<file path="config.mk">
export PLATFORM = sky130hd
export DESIGN_NAME = bit_serial_alu_seq_flat
export DESIGN_NICKNAME = d
export VERILOG_FILES = /design/src/rtl/bit_serial_alu_seq_if.sv /design/src/rtl/bit_serial_alu_seq.sv /design/src/flat_wrapper.sv
export SDC_FILE = /design/constraint.sdc
export NUM_CORES = 1
export LEC_CHECK = 0
export ABC_AREA = 0
export CORE_ASPECT_RATIO = 0.8
export CORE_MARGIN = 5
export CORE_UTILIZATION = 48
export CTS_BUF_LIST = sky130_fd_sc_hd__clkbuf_8
export DETAILED_ROUTE_END_ITERATION = 10
export PLACE_DENSITY = 0.77
export SKIP_LAST_GASP = 1
export SLEW_MARGIN = 20
export SYNTH_ARGS = -nofsm -noshare
export SYNTH_HDL_FRONTEND = slang
export SYNTH_SLANG_ARGS = --single-unit
</file>
<file path="constraint.sdc">
create_clock -name clk -period 2.3 [get_ports clk]
set_clock_uncertainty 0.2 [all_clocks]
set_input_delay 0.23 -clock clk [delete_from_list [all_inputs] [get_ports clk]]
set_output_delay 0.23 -clock clk [all_outputs]
set_load 0.05 [all_outputs]
</file>
<file path="src/rtl/bit_serial_alu_seq_if.sv">
// Handshake/bus bundle for the bit-serial ALU.
//   start/op/a/b                      : request from the controller (master drives)
//   busy/done/result/cout/zero/overflow : status and result from the engine (slave drives)
interface bit_serial_alu_seq_if #(
  parameter int unsigned WIDTH = 8
);
  logic             start;
  logic [2:0]       op;
  logic [WIDTH-1:0] a;
  logic [WIDTH-1:0] b;
  logic             busy;
  logic             done;
  logic [WIDTH-1:0] result;
  logic             cout;
  logic             zero;
  logic             overflow;

  modport master (
    output start, op, a, b,
    input  busy, done, result, cout, zero, overflow
  );

  modport slave (
    input  start, op, a, b,
    output busy, done, result, cout, zero, overflow
  );
endinterface

</file>
<file path="src/rtl/bit_serial_alu_seq.sv">
// Bit-serial ALU engine: processes one operand bit per cycle, LSB first, through an internal
// 1-bit ALU slice with a registered carry, and returns a WIDTH-bit result with start/done.
// Ports:
//   clk   : clock, all state updates on posedge
//   reset : synchronous, active-high
//   bus   : slave side of bit_serial_alu_seq_if (start/op/a/b in; busy/done/result/cout/
//           zero/overflow out)
// AluOp: 000 ADD, 010 SUB, 011 AND, 111 OR, 101 NOR, 100 XOR; others yield a zero result.
module bit_serial_alu_seq #(
  parameter int unsigned WIDTH = 8
) (
  input logic                 clk,
  input logic                 reset,
  bit_serial_alu_seq_if.slave bus
);
  localparam int unsigned CntW = (WIDTH > 2) ? $clog2(WIDTH) : 1;
  localparam logic [CntW-1:0] LastCnt = CntW'(WIDTH - 1);

  localparam logic [2:0] OpAdd = 3'b000;
  localparam logic [2:0] OpSub = 3'b010;
  localparam logic [2:0] OpAnd = 3'b011;
  localparam logic [2:0] OpOr  = 3'b111;
  localparam logic [2:0] OpNor = 3'b101;
  localparam logic [2:0] OpXor = 3'b100;

  typedef enum logic [0:0] {StIdle, StRun} state_e;

  state_e           state_q, state_d;
  logic [WIDTH-1:0] a_q, a_d, b_q, b_d, sr_q, sr_d, result_q, result_d;
  logic [2:0]       op_q, op_d;
  logic [CntW-1:0]  cnt_q, cnt_d;
  logic             carry_q, carry_d, done_q, done_d;
  logic             cout_q, cout_d, zero_q, zero_d, ovf_q, ovf_d;

  logic             is_arith, is_logic, a_bit, b_bit, r_bit, carry_nxt;
  logic [WIDTH-1:0] shift_nxt;

  // 1-bit slice on the current LSBs of the latched operands.
  always_comb begin
    is_arith  = (op_q == OpAdd) || (op_q == OpSub);
    is_logic  = 1'b1;
    a_bit     = a_q[0];
    b_bit     = b_q[0] ^ (op_q == OpSub);  // SUB inverts B; the +1 comes from the initial carry
    carry_nxt = (a_bit & b_bit) | (a_bit & carry_q) | (b_bit & carry_q);
    unique case (op_q)
      OpAdd, OpSub: r_bit = a_bit ^ b_bit ^ carry_q;
      OpAnd:        r_bit = a_bit & b_bit;
      OpOr:         r_bit = a_bit | b_bit;
      OpNor:        r_bit = ~(a_bit | b_bit);
      OpXor:        r_bit = a_bit ^ b_bit;
      default: begin
        r_bit    = 1'b0;
        is_logic = 1'b0;
      end
    endcase
    shift_nxt = {r_bit, sr_q[WIDTH-1:1]};
  end

  always_comb begin
    state_d  = state_q;
    a_d      = a_q;
    b_d      = b_q;
    op_d     = op_q;
    sr_d     = sr_q;
    cnt_d    = cnt_q;
    carry_d  = carry_q;
    done_d   = 1'b0;
    result_d = result_q;
    cout_d   = cout_q;
    zero_d   = zero_q;
    ovf_d    = ovf_q;
    unique case (state_q)
      StIdle: begin
        if (bus.start) begin
          a_d     = bus.a;
          b_d     = bus.b;
          op_d    = bus.op;
          carry_d = (bus.op == OpSub);
          cnt_d   = '0;
          sr_d    = '0;
          state_d = StRun;
        end
      end
      StRun: begin
        a_d   = a_q >> 1;
        b_d   = b_q >> 1;
        sr_d  = shift_nxt;
        cnt_d = cnt_q + CntW'(1);
        if (is_arith) carry_d = carry_nxt;
        if (cnt_q == LastCnt) begin
          state_d  = StIdle;
          done_d   = 1'b1;
          result_d = is_logic ? shift_nxt : '0;
          cout_d   = is_arith & carry_nxt;
          // carry_q is the carry into the MSB on this last bit
          ovf_d    = is_arith & (carry_q ^ carry_nxt);
          zero_d   = ~is_logic | (shift_nxt == '0);
        end
      end
      default: state_d = StIdle;
    endcase
  end

  always_ff @(posedge clk) begin
    if (reset) begin
      state_q  <= StIdle;
      a_q      <= '0;
      b_q      <= '0;
      op_q     <= '0;
      sr_q     <= '0;
      cnt_q    <= '0;
      carry_q  <= 1'b0;
      done_q   <= 1'b0;
      result_q <= '0;
      cout_q   <= 1'b0;
      zero_q   <= 1'b0;
      ovf_q    <= 1'b0;
    end else begin
      state_q  <= state_d;
      a_q      <= a_d;
      b_q      <= b_d;
      op_q     <= op_d;
      sr_q     <= sr_d;
      cnt_q    <= cnt_d;
      carry_q  <= carry_d;
      done_q   <= done_d;
      result_q <= result_d;
      cout_q   <= cout_d;
      zero_q   <= zero_d;
      ovf_q    <= ovf_d;
    end
  end

  assign bus.busy     = (state_q == StRun);
  assign bus.done     = done_q;
  assign bus.result   = result_q;
  assign bus.cout     = cout_q;
  assign bus.zero     = zero_q;
  assign bus.overflow = ovf_q;
endmodule

</file>
<file path="src/flat_wrapper.sv">
// flat-port wrapper written by rule: the top's interface ports become plain ports
module bit_serial_alu_seq_flat 
#(
  parameter int unsigned WIDTH = 8
)
  (clk, reset, bus_start, bus_op, bus_a, bus_b, bus_busy, bus_done, bus_result, bus_cout, bus_zero, bus_overflow);
  bit_serial_alu_seq_if #(.WIDTH(WIDTH)) bus_i ();
  input logic clk;
  input logic reset;
  input wire logic [$bits(bus_i.start)-1:0] bus_start;
  input wire logic [$bits(bus_i.op)-1:0] bus_op;
  input wire logic [$bits(bus_i.a)-1:0] bus_a;
  input wire logic [$bits(bus_i.b)-1:0] bus_b;
  output wire logic [$bits(bus_i.busy)-1:0] bus_busy;
  output wire logic [$bits(bus_i.done)-1:0] bus_done;
  output wire logic [$bits(bus_i.result)-1:0] bus_result;
  output wire logic [$bits(bus_i.cout)-1:0] bus_cout;
  output wire logic [$bits(bus_i.zero)-1:0] bus_zero;
  output wire logic [$bits(bus_i.overflow)-1:0] bus_overflow;
  assign bus_i.start = bus_start;
  assign bus_i.op = bus_op;
  assign bus_i.a = bus_a;
  assign bus_i.b = bus_b;
  assign bus_busy = bus_i.busy;
  assign bus_done = bus_i.done;
  assign bus_result = bus_i.result;
  assign bus_cout = bus_i.cout;
  assign bus_zero = bus_i.zero;
  assign bus_overflow = bus_i.overflow;
  bit_serial_alu_seq #(.WIDTH(WIDTH)) u_core (.clk(clk), .reset(reset), .bus(bus_i));
endmodule
</file>
Word-level counts from Yosys, hierarchy flattened
Cells that the tools add are included.
- register bits: 44
- latch bits: 0
- RAM bits: 0
- memory bits (read-only): 0
- input bits: 22
- output and inout port bits: 13
- word-level logic and storage cells: 65
- memories: 0
- $add $sub $neg: 1
- multipliers: 0
- div/mod/pow operators: 0
- order comparisons: 0
- equal/unequal tests: 9
- shift-type cells: 0
- muxes and demuxes: 18
- bitwise logic cells: 16
- reductions and logical operators: 9
- operator list (kind ; number):
    8-bit one-hot mux with 2 select lines ; 3
    8-bit 2-to-1 mux ; 4
    3-bit == test (second input constant) ; 4
    3-bit by 2-bit == test with 1-bit output (second input constant) ; 3
    8-bit zero test ; 1
    1-bit 2-to-1 mux ; 6
    3-bit one-hot mux with 2 select lines ; 1
    2-bit AND reduction ; 3
    6-bit OR reduction ; 1
    1-bit AND ; 5
    1-bit one-hot mux with 5 select lines ; 1
    2-bit inequality test (second input constant) ; 2
    1-bit bitwise OR ; 4
    1-bit one-hot mux with 2 select lines ; 2
    2-bit OR reduction ; 2
    1-bit bitwise XOR ; 4
    3-bit by 1-bit adder with 3-bit output (second input constant) ; 1
    3-bit zero test ; 1
    3-bit 2-to-1 mux ; 1
    1-bit inverter ; 3
    1-bit logical OR ; 1

Logic depth before layout (Yosys ltp)
- depth after elaboration: 7
- depth in mapped cells: 9

Worst setup path before layout
OpenSTA, ideal clock, no wires.
- kind: register to register
- start point: reg u_core.op_q[2]
- end point: reg u_core.sr_q[7]
- arrival: 1826 ps
- slack: 157 ps
- cell stages (with the launch flop): 10
- path buffers: 0
- clock period less this slack: 2143 ps
- cell sequence: dfxtp_1 nor2_1 nand2_1 xnor2_1 inv_1 fa_1 nor3_1 a31oi_1 a32oi_1 a32o_1
- cells in the longest elaborated chain, start to end: 6
- elaborated cells between the ends (all ways): 15
- RTL lines (what ; RTL line ; text):
    start, declared ; bit_serial_alu_seq.sv:30 ; logic [2:0] op_q, op_d;
    start signal, assigned ; bit_serial_alu_seq.sv:122 ; op_q <= op_d;
    3-bit by 2-bit == test with 1-bit output ; bit_serial_alu_seq.sv:43, bit_serial_alu_seq.sv:45 ;
    1-bit bitwise XOR ; bit_serial_alu_seq.sv:43 ; b_bit = b_q[0] ^ (op_q == OpSub);
    1-bit bitwise XOR or 1-bit bitwise OR (tied branches) ; - ;
    1-bit bitwise XOR or 1-bit inverter (tied branches) ; bit_serial_alu_seq.sv:46, bit_serial_alu_seq.sv:49 ;
    1-bit one-hot mux with 5 select lines * ; bit_serial_alu_seq.sv:45 ; unique case (op_q)
    8-bit one-hot mux with 2 select lines * ; bit_serial_alu_seq.sv:72 ; unique case (state_q)
    end signal, assigned ; bit_serial_alu_seq.sv:123 ; sr_q <= sr_d;
    end, declared ; bit_serial_alu_seq.sv:29 ; logic [WIDTH-1:0] a_q, a_d, b_q, b_d, sr_q, sr_d, result_q, result_d;
Every way passes the cells marked *; elsewhere a longest branch is shown, timed or not.
A chain may end at the register's enable or synchronous reset.

Final worst setup path
Ends and elaborated chain as after synthesis.

==> metrics <==
worst hold start=u_core.bus.zero; crit path time final=2.21 ns; WL per Instance=around 12 um; Sw Ratio=approximately a quarter; Yosys top cell area share=46.1%; post-DP HPWL=2.51 mm; Synth area leader=dfxtp_1; Die Height=between 60 and 70 um; largest cells by area after synthesis=dfxtp_1 (46%), mux2i_1 (11%), nor2_1 (9.2%); P per Cell Area=a little over 600 nW/um^2; nets=265; Root Buffer=clkbuf_8; Worst-Margin Slew=0.493 ns; top achievable clock speed=453 MHz; syn avg cell area=9.16 um^2; WHS=0.257 ns; Crit path required time=around 2.3 ns; Setup WS pre-CTS=around 0.044 ns; maximum VDD drop=0.312 mV; Fin. Hold Viols=0; Worst Slack Setup Final=0.0914 ns; Largest stage delay, worst path=0.49 ns; IO Count=35; grt ovf=0; WP data arrival=2.19 ns; Std-Cell Rows=20; Final Setup Violations=0; synth unique cells=33; DRC viols=0; Setup crit start kind=flop; DRT Wirelength=3.49 mm; HP Class=flop to flop; Initial Util=roughly 49%; # Post-CTS Setup Buffers=0; Area Growth Syn to Fin=26.9%; GRT Util Overall=14.0%; htree depth=2; Critical Path Sink Type=flop; leakage power=0.948 nW; Num CTS Buffers=5; diode count=0; initial antenna violation count=0; CP startpoint=u_core.op_q[2]; P_int=1.08 mW; clock power share=between 30% and 40%; share of cells above drive strength 1=approximately a tenth; Yosys warning count=0; status=completed; combinational power share=14.7%; Crit-path slowest cell=fa_1; period utilization=96.0%; DR vias/cell=4.95; initial detailed-routing violation count=just over 80; Port Buf Inserts=34; vias in the first global route=1,347; clock slew at reported path FFs=0.08 ns; number of max-cap violations=0; WS Path Type=flop to flop; Max transition margin=67.0%; Seq pwr share=54.4%; CTS tree=done; first drt pass iteration count=4; hold buffers post-CTS=0; Max Root-Sink Buffers=2; clk_lat worst skew=0.29 ns; Die Area=5250 um^2; gp weighted congestion=0.773; FILL cells=approximately 330; largest net degree at the start of global routing=50; Worst R2R Start=u_core.op_q[2]; Post-Syn Area=1870 um^2; crit path max fanout=7; Post-Syn Nets=231; Final Slew Violations=0; ANT nets after route=0; sequential share of the synthesized area=46.1%; net switching power=372 uW; die width=about 80 um; first-pass GRT wire length=5.85 mm; register bit total from synthesis=43; via count=1,454; Mapped Cells=204; Sink Count=43; CORE AREA=around 3800 um^2; worst path cell trace=nor2_2 > nand2_1 > xnor2_2 > inv_1 > fa_1 > nor3_1 > a31oi_1 > a32oi_2 > a32o_1
[power by group through the flow]
| stage | sequential, mW | combinational, mW | clock, mW |
|---|---|---|---|
| detailed placement | 0.808 | 0.209 | 0 |
| floorplan | 0.807 | 0.139 | 0 |
| global route | 0.796 | 0.239 | 0.503 |
| global placement | 0.807 | 0.203 | 0 |
| finish | 0.792 | 0.214 | 0.451 |
| CTS | 0.791 | 0.210 | 0.471 |
[cell usage in the layout (no fill, tap or decap), types with 3 or more instances in the layout]
| cell | n |
|---|---|
| mux2i_1 | 20 |
| o21ai_0 | 3 |
| dfxtp_1 | 42 |
| ha_1 | 4 |
| o21ai_1 | 3 |
| a22o_1 | 8 |
| nor3_1 | 3 |
| nor2_1 | 45 |
| nor3b_1 | 8 |
| a21oi_1 | 23 |
| inv_1 | 5 |
| buf_4 | 7 |
| clkdlybuf4s50_1 | 33 |
| nand2_1 | 6 |
| clkbuf_8 | 5 |
[per-layer routing]
metal | wire, um | up-vias | global-route usage, %
met1 | 1720 | 656 | 16.9
met4 | 20 | 0 | 3.59
li1 | - | 769 | -
met3 | 191 | 3 | 3.95
met5 | 0 | - | 0
met2 | 1560 | 26 | 24.7
[final cells by class]
cell class / count / area [um^2] / share of cell area, %
Sequential cell: 43 / 862 / 36.3
Clock buffer: 5 / 68.8 / 2.90
Clock inverter: 3 / 16.3 / 0.686
Multi-Input combinational cell: 143 / 938 / 39.6
Inverter: 4 / 15.0 / 0.633
Tap cell: 55 / 68.8 / 2.90
Timing Repair Buffer: 41 / 403 / 17.0
[worst max-delay path: cells and delay by family (launching register included)]
kind | cells | cell delay, ns
adder cells (fa/ha/maj) | 1 | 0.49
flip-flops | 1 | 0.37
AO/OA/AOI/OAI | 3 | 0.51
AND/OR/NAND/NOR | 3 | 0.29
buffers and inverters | 1 | 0.09
XOR/XNOR | 1 | 0.17
[worst paths after layout]
check / to / cells past startpoint / slack, ns
max: u_core.sr_q[7] / 9 / 0.09
min: u_core.bus.zero / 2 / 0.26
max reg2reg: u_core.sr_q[7] / 9 / 0.09
min reg2reg: u_core.bus.zero / 2 / 0.26
[what timing repair did]
item | in CTS | in global routing
gates resized for setup | 0 | 4
endpoints found under the setup margin | 0 | 3
endpoints found under the hold margin | 0 | 0
[sequential cells by signal, indices dropped and copies added, names as in the netlist]
name                 cells
u_core.bus.cout          1
u_core.bus.done          1
u_core.cnt_q             3
u_core.bus.overflow      1
u_core.a_q               8
u_core.carry_q           1
u_core.op_q              3
u_core.bus.result        8
u_core.b_q               8
u_core.bus.busy          1
u_core.sr_q              7
u_core.bus.zero          1
[cells in the mapped netlist, drive strengths merged]
library cell  count
a32oi             1
fa                1
mux2i            20
inv               4
o21ai             7
nand2b            1
buf               9
xnor2             2
dfxtp            43
ha                4
a32o              1
or4               1
and2b             1
a22o              8
or4b              1
a21oi            24
nand3b            1
nor2b             2
nand2             6
clkbuf            5
a31oi             1
xor2              1
a211oi            1
nor2             46
nor4              1
nor3b             8
nor3              4
[through the flow]
step	cells	setup TNS (ns)	power (mW)	area [um^2]	utilization [%]
floorplan	204	0	0.945	1870	-
global placement	286	0	1.01	2270	60.0
detailed placement	286	0	1.02	2270	60.0
global route	294	-0.0233	1.54	2370	62.8
CTS	294	0	1.47	2350	62.3
finish	294	0	1.46	2370	62.8
[logic make-up (layout without fill, tap and decap cells)]
group	count (synthesis)	in the layout	synth area share (%)
buffers and inverters	18	53	4.69
DFF	43	43	46.1
AOI/OAI and AO/OA	43	43	14.5
adders and majority gates	5	5	3.75
xor gates and xnor gates	3	3	1.41
and+or+nand+nor	72	72	18.9
muxes	20	20	10.7
No activity file was read; power rests on OpenSTA's default activity.
